### src/rtl/aes_pkg.sv
// Shared definitions for the inverse AES round controller: mode encodings,
// round-count lookup and the controller state type.
package aes_pkg;

    localparam logic [1:0] MODE_AES128 = 2'b00;
    localparam logic [1:0] MODE_AES192 = 2'b01;
    localparam logic [1:0] MODE_AES256 = 2'b10;
    localparam logic [1:0] MODE_RSVD   = 2'b11;

    typedef enum logic [1:0] {
        ST_IDLE,
        ST_RUN,
        ST_WAIT_KEY,
        ST_DONE
    } ctrl_state_e;

    // Number of rounds (Nr) for a key-size mode; the reserved code never reaches here.
    function automatic logic [3:0] nr_of(input logic [1:0] mode);
        logic [3:0] nr;
        case (mode)
            MODE_AES128: nr = 4'd10;
            MODE_AES192: nr = 4'd12;
            default:     nr = 4'd14;
        endcase
        return nr;
    endfunction

endpackage

### src/rtl/aes_inv_round_ctrl_if.sv
// Host-side block interface of the inverse AES round controller:
// ciphertext in, plaintext out, each on a valid/ready handshake.
interface aes_inv_round_ctrl_if;

    logic         in_valid;
    logic         in_ready;
    logic [127:0] in_data;
    logic [1:0]   in_mode;
    logic         out_valid;
    logic         out_ready;
    logic [127:0] out_data;
    logic         mode_err;

    modport master (
        output in_valid, in_data, in_mode, out_ready,
        input  in_ready, out_valid, out_data, mode_err
    );

    modport slave (
        input  in_valid, in_data, in_mode, out_ready,
        output in_ready, out_valid, out_data, mode_err
    );

endinterface

### src/rtl/aes_round_beat_cnt.sv
// Beat/round counter for the byte-serial inverse round: beat wraps at BEATS-1,
// round advances on each wrap until it reaches the terminal round nr.
module aes_round_beat_cnt #(
    parameter int unsigned BEATS = 16
) (
    input  logic       clk,
    input  logic       rst_n,
    input  logic       clr,
    input  logic       en,
    input  logic [3:0] nr,
    output logic [3:0] beat,
    output logic [3:0] round,
    output logic       last_beat,
    output logic       last_round,
    output logic       round_done
);

    localparam logic [3:0] BEAT_MAX = 4'(BEATS - 1);

    assign last_beat  = (beat == BEAT_MAX);
    assign last_round = (round == nr);
    assign round_done = en & last_beat;

    always_ff @(posedge clk or negedge rst_n) begin
        if (!rst_n) begin
            beat  <= '0;
            round <= '0;
        end else if (clr) begin
            beat  <= '0;
            round <= '0;
        end else if (en) begin
            if (last_beat) begin
                beat <= '0;
                // round stays at nr on the final wrap; the controller leaves RUN there
                if (!last_round) begin
                    round <= round + 4'd1;
                end
            end else begin
                beat <= beat + 4'd1;
            end
        end
    end

endmodule

### src/rtl/aes_inv_round_ctrl.sv
// Sequencer for the byte-serial inverse AES round datapath; holds the round state.
// Optional AES_INV_CTRL_ABORT_EN adds an abort input that returns to IDLE.
module aes_inv_round_ctrl
    import aes_pkg::*;
#(
    parameter int unsigned BEATS  = 16,
    parameter int unsigned KIDX_W = 4
) (
    input  logic                 clk,
    input  logic                 rst_n,
    aes_inv_round_ctrl_if.slave  host,
    output logic [KIDX_W-1:0]    key_idx,
    input  logic                 key_valid,
    output logic [3:0]           dp_round,
    output logic [1:0]           dp_mode,
    output logic [3:0]           dp_width_sel,
    output logic [127:0]         dp_data_in,
    input  logic [127:0]         dp_data_out,
    output logic                 dp_en
`ifdef AES_INV_CTRL_ABORT_EN
    ,
    input  logic                 abort
`endif
);

    ctrl_state_e  state_q, state_d;
    logic [1:0]   mode_q;
    logic [127:0] data_q;
    logic         mode_err_q;

    logic         abort_w;
    logic         in_run;
    logic         active;
    logic         accept;
    logic         reject;
    logic [3:0]   nr;
    logic [3:0]   beat, round;
    logic [3:0]   key_diff;
    logic         last_beat, last_round, round_done;

`ifdef AES_INV_CTRL_ABORT_EN
    assign abort_w = abort;
`else
    assign abort_w = 1'b0;
`endif

    assign nr     = nr_of(mode_q);
    assign in_run = (state_q == ST_RUN) || (state_q == ST_WAIT_KEY);
    // abort outranks every other request in the same cycle
    assign active = in_run && key_valid && !abort_w;
    assign accept = (state_q == ST_IDLE) && host.in_valid && (host.in_mode != MODE_RSVD) && !abort_w;
    assign reject = (state_q == ST_IDLE) && host.in_valid && (host.in_mode == MODE_RSVD) && !abort_w;

    aes_round_beat_cnt #(
        .BEATS (BEATS)
    ) u_cnt (
        .clk        (clk),
        .rst_n      (rst_n),
        .clr        (accept | abort_w),
        .en         (active),
        .nr         (nr),
        .beat       (beat),
        .round      (round),
        .last_beat  (last_beat),
        .last_round (last_round),
        .round_done (round_done)
    );

    always_ff @(posedge clk or negedge rst_n) begin
        if (!rst_n) begin
            state_q <= ST_IDLE;
        end else begin
            state_q <= state_d;
        end
    end

    always_comb begin
        state_d = state_q;
        case (state_q)
            ST_IDLE: begin
                if (accept) state_d = ST_RUN;
            end
            ST_RUN, ST_WAIT_KEY: begin
                // a WAIT_KEY cycle that sees the key is itself an active beat
                if (!key_valid)                    state_d = ST_WAIT_KEY;
                else if (round_done && last_round) state_d = ST_DONE;
                else                               state_d = ST_RUN;
            end
            ST_DONE: begin
                if (host.out_ready) state_d = ST_IDLE;
            end
            default: state_d = ST_IDLE;
        endcase
        if (abort_w) state_d = ST_IDLE;
    end

    always_ff @(posedge clk or negedge rst_n) begin
        if (!rst_n) begin
            mode_q     <= MODE_AES128;
            data_q     <= '0;
            mode_err_q <= 1'b0;
        end else begin
            mode_err_q <= reject;
            if (accept) begin
                mode_q <= host.in_mode;
                data_q <= host.in_data;
            end else if (active && last_beat) begin
                data_q <= dp_data_out;
            end
        end
    end

    assign key_diff       = nr - round;
    assign key_idx        = KIDX_W'(key_diff);
    assign dp_round       = round;
    assign dp_width_sel   = beat;
    assign dp_mode        = mode_q;
    assign dp_data_in     = data_q;
    assign dp_en          = active;

    assign host.in_ready  = (state_q == ST_IDLE);
    assign host.out_valid = (state_q == ST_DONE);
    assign host.out_data  = data_q;
    assign host.mode_err  = mode_err_q;

endmodule
### src/flat_wrapper.sv
// flat-port wrapper written by rule: the top's interface ports become plain ports
module aes_inv_round_ctrl_flat import aes_pkg::*;
#(
    parameter int unsigned BEATS  = 16,
    parameter int unsigned KIDX_W = 4
)
  (clk, rst_n, key_idx, key_valid, dp_round, dp_mode, dp_width_sel, dp_data_in, dp_data_out, dp_en, host_in_valid, host_in_data, host_in_mode, host_out_ready, host_in_ready, host_out_valid, host_out_data, host_mode_err);
  aes_inv_round_ctrl_if host_i ();
  input  logic clk;
  input  logic rst_n;
  output logic [KIDX_W-1:0] key_idx;
  input  logic key_valid;
  output logic [3:0] dp_round;
  output logic [1:0] dp_mode;
  output logic [3:0] dp_width_sel;
  output logic [127:0] dp_data_in;
  input  logic [127:0] dp_data_out;
  output logic dp_en;
  input wire logic [$bits(host_i.in_valid)-1:0] host_in_valid;
  input wire logic [$bits(host_i.in_data)-1:0] host_in_data;
  input wire logic [$bits(host_i.in_mode)-1:0] host_in_mode;
  input wire logic [$bits(host_i.out_ready)-1:0] host_out_ready;
  output wire logic [$bits(host_i.in_ready)-1:0] host_in_ready;
  output wire logic [$bits(host_i.out_valid)-1:0] host_out_valid;
  output wire logic [$bits(host_i.out_data)-1:0] host_out_data;
  output wire logic [$bits(host_i.mode_err)-1:0] host_mode_err;
  assign host_i.in_valid = host_in_valid;
  assign host_i.in_data = host_in_data;
  assign host_i.in_mode = host_in_mode;
  assign host_i.out_ready = host_out_ready;
  assign host_in_ready = host_i.in_ready;
  assign host_out_valid = host_i.out_valid;
  assign host_out_data = host_i.out_data;
  assign host_mode_err = host_i.mode_err;
  aes_inv_round_ctrl #(.BEATS(BEATS), .KIDX_W(KIDX_W)) u_core (.clk(clk), .rst_n(rst_n), .host(host_i), .key_idx(key_idx), .key_valid(key_valid), .dp_round(dp_round), .dp_mode(dp_mode), .dp_width_sel(dp_width_sel), .dp_data_in(dp_data_in), .dp_data_out(dp_data_out), .dp_en(dp_en));
endmodule
### config.mk
export PLATFORM = sky130hd
export DESIGN_NAME = aes_inv_round_ctrl_flat
export DESIGN_NICKNAME = d
export VERILOG_FILES = /design/src/rtl/aes_pkg.sv /design/src/rtl/aes_inv_round_ctrl_if.sv /design/src/rtl/aes_round_beat_cnt.sv /design/src/rtl/aes_inv_round_ctrl.sv /design/src/flat_wrapper.sv
export SDC_FILE = /design/constraint.sdc
export NUM_CORES = 1
export LEC_CHECK = 0
export ABC_CLOCK_PERIOD_IN_PS = 3800
export CAP_MARGIN = 15
export CORE_AREA = 2 2 209 211
export DETAILED_ROUTE_END_ITERATION = 10
export DIE_AREA = 0 0 211 213
export DONT_BUFFER_PORTS = 1
export GPL_TIMING_DRIVEN = 0
export SLEW_MARGIN = 5
export SYNTH_ARGS = -nofsm -noshare
export SYNTH_HDL_FRONTEND = slang
export SYNTH_SLANG_ARGS = --single-unit
### constraint.sdc
create_clock -name clk -period 3.8 [get_ports clk]
set_input_delay 0.76 -clock clk [delete_from_list [all_inputs] [get_ports clk]]
set_output_delay 0.76 -clock clk [all_outputs]
set_load 0.005 [all_outputs]
; ---- After elaboration in Yosys (flattened, before gate mapping)
; Cells that the tools add are included.
[classes]
muxes = 15
add_sub_neg = 3
reduce_logical = 15
bitwise_logic = 1
eq_ne = 11
[op_table]
columns = operator, count
row1 = 128-bit two-way mux, 2
row2 = 4-bit two-way mux, 7
row3 = "4-bit by 1-bit adder with 4-bit output, second input constant", 2
row4 = 2-bit two-way mux, 4
row5 = "2-bit == test, second input constant", 3
row6 = 1-bit logical AND, 6
row7 = 2-bit case mux with 3 select lines, 1
row8 = 3-bit case mux with 2 select lines, 1
row9 = 2-bit nonzero test, 3
row10 = "2-bit by 1-bit == test with 1-bit output, second input constant", 2
row11 = 4-bit == test, 1
row12 = "4-bit == test, second input constant", 1
row13 = 2-bit zero test, 2
row14 = "2-bit by 1-bit != test with 1-bit output, second input constant", 2
row15 = "2-bit != test, second input constant", 2
row16 = 4-bit subtractor, 1
row17 = 3-bit AND reduction, 1
row18 = 2-bit AND reduction, 1
row19 = 2-bit OR reduction, 1
row20 = 1-bit AND, 1
row21 = 1-bit logical OR, 1
[totals]
out_inout_bits = 274
regBits = 141
input_bits = 263
word_cells = 51

; ---- Depth between registers and ports, before layout
; Gate-level depths: netlist (run 1).
[depth]
word_depth = 8
mapped_depth = 9
ltp_nobuf = 7

; ---- Hierarchy
; A second synthesis (run 1) with hierarchy kept.
[unflattened]
hier_cells = 630
hier_area_um2 = 8187.9
[by_module_without_submodules]
columns = mod, cells_per_inst, seq_area_each_um2, n_inst, area_per_inst_um2
row1 = aes_inv_round_ctrl, 585, 3328.2, 1, 7712.4
row2 = aes_round_beat_cnt, 45, 200.2, 1, 475.5

; ---- Least setup slack after synthesis (run 1)
; No wires, ideal clock.
[synth_timing]
kind = reg2out
start = register u_core.mode_q[1], in the netlist u_core.dp_mode[1]
end = output port key_idx[3]
path_stages_with_launch = 6
path_buffers = 0
t_required_ps = 3040
path_slack_ps = 1720
t_arrival_ps = 1320
path_cell_list = dfrtp_1 nand2b_1 ha_1 a21o_1 a21oi_1 xnor2_1
[synth_between]
elab_chain_len = 3
elab_cells_between_ends = 4
cone_classes = add/sub: 1 / eq/ne: 1 / mux: 1 / reduce/logical: 1
[synth_rtl]
columns = element, line_no
row1 = "start, declared", aes_inv_round_ctrl.sv:27  ; logic [1:0] mode_q;
row2 = "start signal, assigned", aes_inv_round_ctrl.sv:105  ; mode_q <= host.in_mode;
row3 = 2-bit by 1-bit == test with 1-bit output / 2-bit zero test (equally long branches), aes_pkg.sv:20  ; case (mode)
row4 = 3-bit case mux with 2 select lines *, aes_pkg.sv:20
row5 = 4-bit subtractor *, aes_inv_round_ctrl.sv:113  ; assign key_diff = nr - round;
row6 = "end, declared", flat_wrapper.sv:11  ; output logic [KIDX_W-1:0] key_idx;
; Mark *: on every way between the ends. The rest lies on a longest branch, timed or not.

; ---- Worst setup path after layout (run 1)
; Ends and elaborated chain as after synthesis.

==> flow_metrics.env, run 1 <==
export IMPL_status="finished with violations"
export IMPL_violations="hold timing"
export IMPL_synthFlopType="dfrtp_1"
export IMPL_grt_remaining_overflow=0
export IMPL_wirelength_um=27010
export IMPL_worst_hold_slack_ns=-0.01050
export IMPL_yosysMostFrequentCell="dfrtp_1"
export IMPL_yosysSeqAreaShare_pct=45.82
export IMPL_gp_congestion=0.8656
export IMPL_first_pass_iters=5
export IMPL_finalPower_mw=7.165
export IMPL_grt_max_degree=142
export IMPL_cp_required_ns=3.04
export IMPL_power_leakage_nw=3.589
export IMPL_die_x_um=211
export IMPL_nFillCells=4644
export IMPL_grt_pass1_vias=5474
export IMPL_final_area_um2=9001
export IMPL_yosys_warnings=0
export IMPL_drv_slew=0
export IMPL_detail_route_antenna_nets=0
export IMPL_portBuffers=0
export IMPL_p_clk_share_pct=24.8
export IMPL_cts_tree="done"
export IMPL_finClkSkew_ns=0.008038
export IMPL_cts_setup_buffers=0
export IMPL_instances_no_fill=1346
export IMPL_switching_share_pct=37.07
export IMPL_rsz0062_at_grt="false"
export IMPL_hold_class="in2async"
export IMPL_power_switching_mw=2.656
export IMPL_final_layout_size_suffix_gt1_share_pct=24.28
export IMPL_ys_seq_elements=141
export IMPL_netlist_cell_type_count=34
export IMPL_syn_area_per_cell_um2=10.03
export IMPL_crit_fanout=4
export IMPL_syn_nets=1039
export IMPL_place_inst=1314
export IMPL_pwr_density_cell_nw_per_um2=796.0
export IMPL_rows=76
export IMPL_cts_inserted_buffers=17
export IMPL_finalSetupViolations=0
export IMPL_cts_max_level=4
export IMPL_wl_per_cell_um=20.07
export IMPL_vias=5702
export IMPL_dp_hpwl_um=21010
export IMPL_die_area_um2=44940
export IMPL_core_area_um2=42700
export IMPL_max_clock_path_buffers=2
export IMPL_cp_arrival_ns=2.04
export IMPL_synth_edf_count=0
export IMPL_clk_pin_slew_worst_paths_ns=0.06
export IMPL_yosysTopAreaCell="dfrtp_1"
export IMPL_multi_input_area_um2=2836
export IMPL_yosys_top_cells_count="141 x dfrtp_1, 137 x nand2_1, 130 x buf_4, 130 x mux2i_1, 120 x o21ai_1"
export IMPL_antenna_found_initial=3
export IMPL_clock_root_buffer="clkbuf_16"
export IMPL_area_growth_pct=16.88
export IMPL_viasPerCell=4.236
export IMPL_insertion_delay_ns=0.46
export IMPL_worst_slew_pin_slew_ns=1.019
export IMPL_fin_crit_sh_pct=73.55
export IMPL_cap_violations=0
export IMPL_p_int_mw=4.509
export IMPL_route_detailed_drc=0
export IMPL_final_setup_tns_ns=0
export IMPL_cts_num_sinks=141
export IMPL_synth_top_area_share_pct=45.82
export IMPL_synthesis_area_um2=7701
export IMPL_start_util_pct=18.04
export IMPL_grt_use_total_pct=11.53
export IMPL_end_kind="primary output"
export IMPL_path_class="reg2out"
export IMPL_r2r_cells=8
export IMPL_place_area_um2=8384
export IMPL_synth_async_sr_flop_share_pct=100.0
export IMPL_io_pins=537
export IMPL_syn_instance_count=768
export IMPL_synth_area_leaders="dfrtp_1 46%, mux2i_1 17%, buf_4 13%"
export IMPL_seq_power_share_pct=42.2
export IMPL_final_nets=1058
export IMPL_grt_pass1_wl_um=36310
export IMPL_ir_worst_vdd_v=0.0002925
export IMPL_drt_initial_drc_count=244
export IMPL_hold_viol=9
export IMPL_ctsResizeCount=0
export IMPL_p_comb_share_pct=33.0
export IMPL_relSlewSlack_pct=32.06
export IMPL_max_freq_mhz=357.8
export IMPL_ff_latch_area_um2=3528
export IMPL_fin_crit_ns=2.795
export IMPL_critPathLaunchType="register"
export IMPL_die_y_um=213
## state kept, by name (all words and copies together) (netlist names)
name / cells
u_core.dp_mode: 2
u_core.dp_data_in: 128
u_core.host.mode_err: 1
u_core.u_cnt.beat: 4
u_core.state_q: 2
u_core.u_cnt.round: 4
## path summary, 6_finish.rpt
kind,start,end,slack [ns]
hold reg to reg,u_core.state_q[0],u_core.state_q[0],0.57
min in group clk,host_in_data[66],u_core.dp_data_in[66],0.41
setup / recovery,u_core.dp_mode[1],key_idx[3],1.00
setup reg to reg,u_core.state_q[0],u_core.dp_data_in[76],1.24
max in group asynchronous,rst_n,u_core.dp_data_in[24],3.60
hold / removal,rst_n,u_core.dp_data_in[54],-0.01
## worst max-delay path, stage by stage, from the launching register on
cell and delay, ns:
dfrtp_1 0.46, nand2b_1 0.24, ha_1 0.32, a21o_1 0.18, a21oi_1 0.19, xnor2_1 0.17
## cell type report
type                    instances  share of cell area [%]
plain buffers                 172                   14.60
multi-input cells             449                   31.51
flip-flops and latches        141                   39.20
diodes                          1                 0.02780
well taps                     546                   7.590
clock inverters                11                   1.863
inverters                       6                  0.2502
clock buffers                  20                   4.962
## per-stage QoR
step | setup slack, ns | utilization [%]
6_report | 1.005 | 21.08
5_1_grt | 0.8259 | 21.08
4_1_cts | 0.9317 | 21.08
3_5_place_dp | 1.199 | 19.64
3_3_place_gp | 1.239 | 19.64
2_1_floorplan | 1.720 | -
## placed cells by master, fill, tap and decap left out, drive strengths merged, types with 2 or more instances in the layout
cell,n
nand3,3
nor3,2
mux2i,130
bufinv,4
a21oi,7
dfrtp,141
nor2,14
nand2,138
o21ai,131
clkbuf,40
inv,6
xor2,2
clkinvlp,2
buf,152
ha,7
clkinv,5
and3,2
xnor2,4
## routing by layer
layer  track usage [%]  routed length, um  part of all wire [%]
met2             19.43              13570                    50
met5                 0                 13                 0.048
met4             6.338               1061                   3.9
met3             4.398               2154                   8.0
met1             12.51              10210                    38
## power by group through the flow
stage               Combinational [mW]  Sequential, mW  Clock [mW]
floorplan                         1.95            2.70           0
global placement                  2.36            3.01           0
detailed placement                2.41            3.02           0
CTS                               2.40            3.01        1.86
global route                      2.64            3.09        1.92
finish                            2.37            3.02        1.78
## kinds of logic (layout without fill, tap and decap cells)
group / count (synthesis) / after routing / synth area share (%)
other: 0 / 1 / 0
adders and majority gates: 8 / 8 / 1.397
DFF: 141 / 141 / 45.82
xor gates and xnor gates: 6 / 6 / 0.6824
AOI/OAI and AO/OA: 139 / 139 / 9.115
and+or+nand+nor: 165 / 165 / 8.595
muxes: 131 / 131 / 17.04
buffers and inverters: 178 / 209 / 17.35
(Power assumes the default switching activity.)
==> run 2, diff against run 1 <==
--- a/config.mk
+++ b/config.mk
@@ -5,7 +5,7 @@
 export SDC_FILE = /design/constraint.sdc
 export NUM_CORES = 1
 export LEC_CHECK = 0
-export ABC_CLOCK_PERIOD_IN_PS = 3800
+export ABC_CLOCK_PERIOD_IN_PS = 2500
 export CAP_MARGIN = 15
 export CORE_AREA = 2 2 209 211
 export DETAILED_ROUTE_END_ITERATION = 10
==> constraint.sdc (replaced) <==
create_clock -name clk -period 2.5 [get_ports clk]
set_input_delay 0.5 -clock clk [delete_from_list [all_inputs] [get_ports clk]]
set_output_delay 0.5 -clock clk [all_outputs]
set_load 0.005 [all_outputs]
==> run 2 against run 1 <==
Against the previous run:
- the flow still finishes with violations (hold timing)
- first-iteration DRC count down 18%
- utilization up 0.073 points
- flip-flop and latch count unchanged
- critical endpoint unchanged
- largest cell class unchanged
==> flow_metrics.env, run 2 (synthesis results as in run 1) <==
export IMPL_hold_viol=141
export IMPL_relSlewSlack_pct=32.45
export IMPL_slowest_delay_ns=0.45
export IMPL_dp_hpwl_um=21010
export IMPL_dp_slack_ns=-0.04391
export IMPL_insertion_delay_ns=0.46
export IMPL_drt_initial_drc_count=199
export IMPL_r2r_cells=7
export IMPL_seq_power_share_pct=42.0
export IMPL_max_clock_path_buffers=2
export IMPL_grt_remaining_overflow=0
export IMPL_largest_reg_flops=128
export IMPL_place_area_um2=8384
export IMPL_grt_pass1_vias=5474
export IMPL_final_area_um2=9032
export IMPL_r2r_end="u_core.dp_data_in[81]"
export IMPL_max_freq_mhz=423.1
export IMPL_power_switching_mw=4.063
export IMPL_finalPower_mw=10.95
export IMPL_critPathLaunchType="register"
export IMPL_p_int_mw=6.888
export IMPL_busiest_layer="met2"
export IMPL_p_clk_share_pct=24.8
export IMPL_wirelength_um=27090
export IMPL_ir_worst_vdd_v=0.0004450
export IMPL_viasPerCell=4.236
export IMPL_grt_max_degree=142
export IMPL_drv_slew=0
export IMPL_cts_tree="done"
export IMPL_status="finished with violations"
export IMPL_rsz0062_at_grt="false"
export IMPL_crit_family="flip-flops"
export IMPL_use_met2_pct=19.43
export IMPL_rows=76
export IMPL_clk_pin_slew_worst_paths_ns=0.06
export IMPL_finalSetupViolations=0
export IMPL_p_comb_share_pct=33.2
export IMPL_die_area_um2=44940
export IMPL_met3_usage_pct=4.398
export IMPL_die_x_um=211
export IMPL_detail_route_antenna_nets=0
export IMPL_final_layout_size_suffix_gt1_share_pct=25.16
export IMPL_cp_arrival_ns=1.86
export IMPL_pwr_density_cell_nw_per_um2=1213
export IMPL_final_common_cell="dfrtp_1"
export IMPL_grt_pass1_wl_um=36310
export IMPL_portBuffers=0
export IMPL_r2r_start="u_core.state_q[0]"
export IMPL_die_y_um=213
export IMPL_core_area_um2=42700
export IMPL_fin_crit_sh_pct=94.54
export IMPL_crit_fanout=4
export IMPL_finClkSkew_ns=0.008604
export IMPL_wl_per_cell_um=20.13
export IMPL_violations="hold timing"
export IMPL_start_util_pct=18.04
export IMPL_worst_slew_pin_slew_ns=1.013
export IMPL_fin_crit_ns=2.363
export IMPL_antenna_found_initial=3
export IMPL_worst_hold_slack_ns=-0.2699
export IMPL_gp_congestion=0.8656
export IMPL_crit_chain="nand2b_4 > ha_1 > a21o_1 > a21oi_2 > xnor2_1"
export IMPL_cts_num_sinks=141
export IMPL_cp_required_ns=2.00
export IMPL_vias=5702
export IMPL_clock_root_buffer="clkbuf_16"
export IMPL_first_pass_iters=5
export IMPL_mostFrequentLayoutCells="139 x dfrtp_1, 137 x nand2_1, 130 x buf_4, 130 x mux2i_1, 120 x o21ai_1"
export IMPL_place_inst=1314
export IMPL_critPathSlowestCell="dfrtp_2"
export IMPL_route_detailed_drc=0
export IMPL_final_nets=1058
export IMPL_met1_usage_pct=12.51
export IMPL_cts_inserted_buffers=17
export IMPL_io_pins=537
export IMPL_cap_violations=0
export IMPL_path_class="reg2out"
export IMPL_end_kind="primary output"
export IMPL_setup_slack_ns=0.1365
export IMPL_crit_buf_inv=0
export IMPL_grt_use_total_pct=11.53
export IMPL_switching_share_pct=37.10
export IMPL_instances_no_fill=1346
export IMPL_cts_max_level=4
export IMPL_hold_class="in2async"
export IMPL_area_growth_pct=17.29
export IMPL_power_leakage_nw=3.600
export IMPL_rrSetupSlack_ns=0.23
==> run 2: cell count changes in the layout (fill, tap and decap cells not counted) <==
cell	delta
dfrtp_2	+2
buf_2	-1
ha_1	-1
clkbuf_1	-2
a21oi_1	-1
ha_4	+1
clkbuf_4	+1
a21oi_2	+1
nand2b_1	-1
nand2b_4	+1
clkbuf_2	+2
dfrtp_1	-2
==> run 2: through the flow <==
step                      util [%]  setup TNS, ns
after floorplan                  -              0
after global placement       19.64              0
after detailed placement     19.64       -0.04391
after CTS                    21.11              0
after global routing         21.16              0
final                        21.16              0
==> run 2: what timing repair did <==
item,CTS,global route
resized for setup,5,4
buffers inserted,0,0
endpoints found under the setup margin,2,6
endpoints found under the hold margin,141,141
pin swaps,0,2
==> run 2: worst max-delay path by stage <==
stage / startpoint / end / cells past startpoint
after floorplan: u_core.dp_mode[0] / u_core.u_cnt.round[1] / 6
after global placement: u_core.state_q[1] / u_core.dp_data_in[76] / 8
after detailed placement: u_core.state_q[1] / u_core.dp_data_in[76] / 8
after CTS: u_core.dp_mode[0] / key_idx[3] / 4
after global routing: u_core.dp_mode[1] / key_idx[3] / 5
final: u_core.dp_mode[1] / key_idx[3] / 5
==> run 2: layout make-up <==
type | instances | area [um2]
clock inverter | 11 | 167.7
fill | 4640 | 33660
sequential | 141 | 3531
antenna | 1 | 2.502
clock buffer | 20 | 446.7
multi-input combinational | 449 | 2860
inverter | 6 | 22.52
tap | 546 | 683.2
buffer | 172 | 1319
==> run 2: worst register-to-register path, delay by kind of cell, from the launching register on <==
family | cells | cell delay [ns]
buf+inv | 3 | 1.04
compound gates | 2 | 0.33
flops | 1 | 0.41
fa+ha+maj | 1 | 0.21
simple gates | 1 | 0.15
==> run 2: layer usage <==
| metal | share of wire [%] | up-vias | wire length [um] |
|---|---|---|---|
| met5 | 0.048 | - | 13 |
| met4 | 3.9 | 2 | 1065 |
| met3 | 7.9 | 51 | 2152 |
| met2 | 50 | 379 | 13570 |
| met1 | 38 | 2783 | 10290 |
| li1 | - | 2487 | - |
==> run 2: power groups by stage <==
stage	Sequential (mW)	Combinational [mW]	Clock, mW
after floorplan	4.10	2.97	0
after global placement	4.58	3.58	0
after detailed placement	4.59	3.67	0
after CTS	4.59	3.67	2.82
after global routing	4.71	4.06	2.92
final	4.60	3.64	2.71
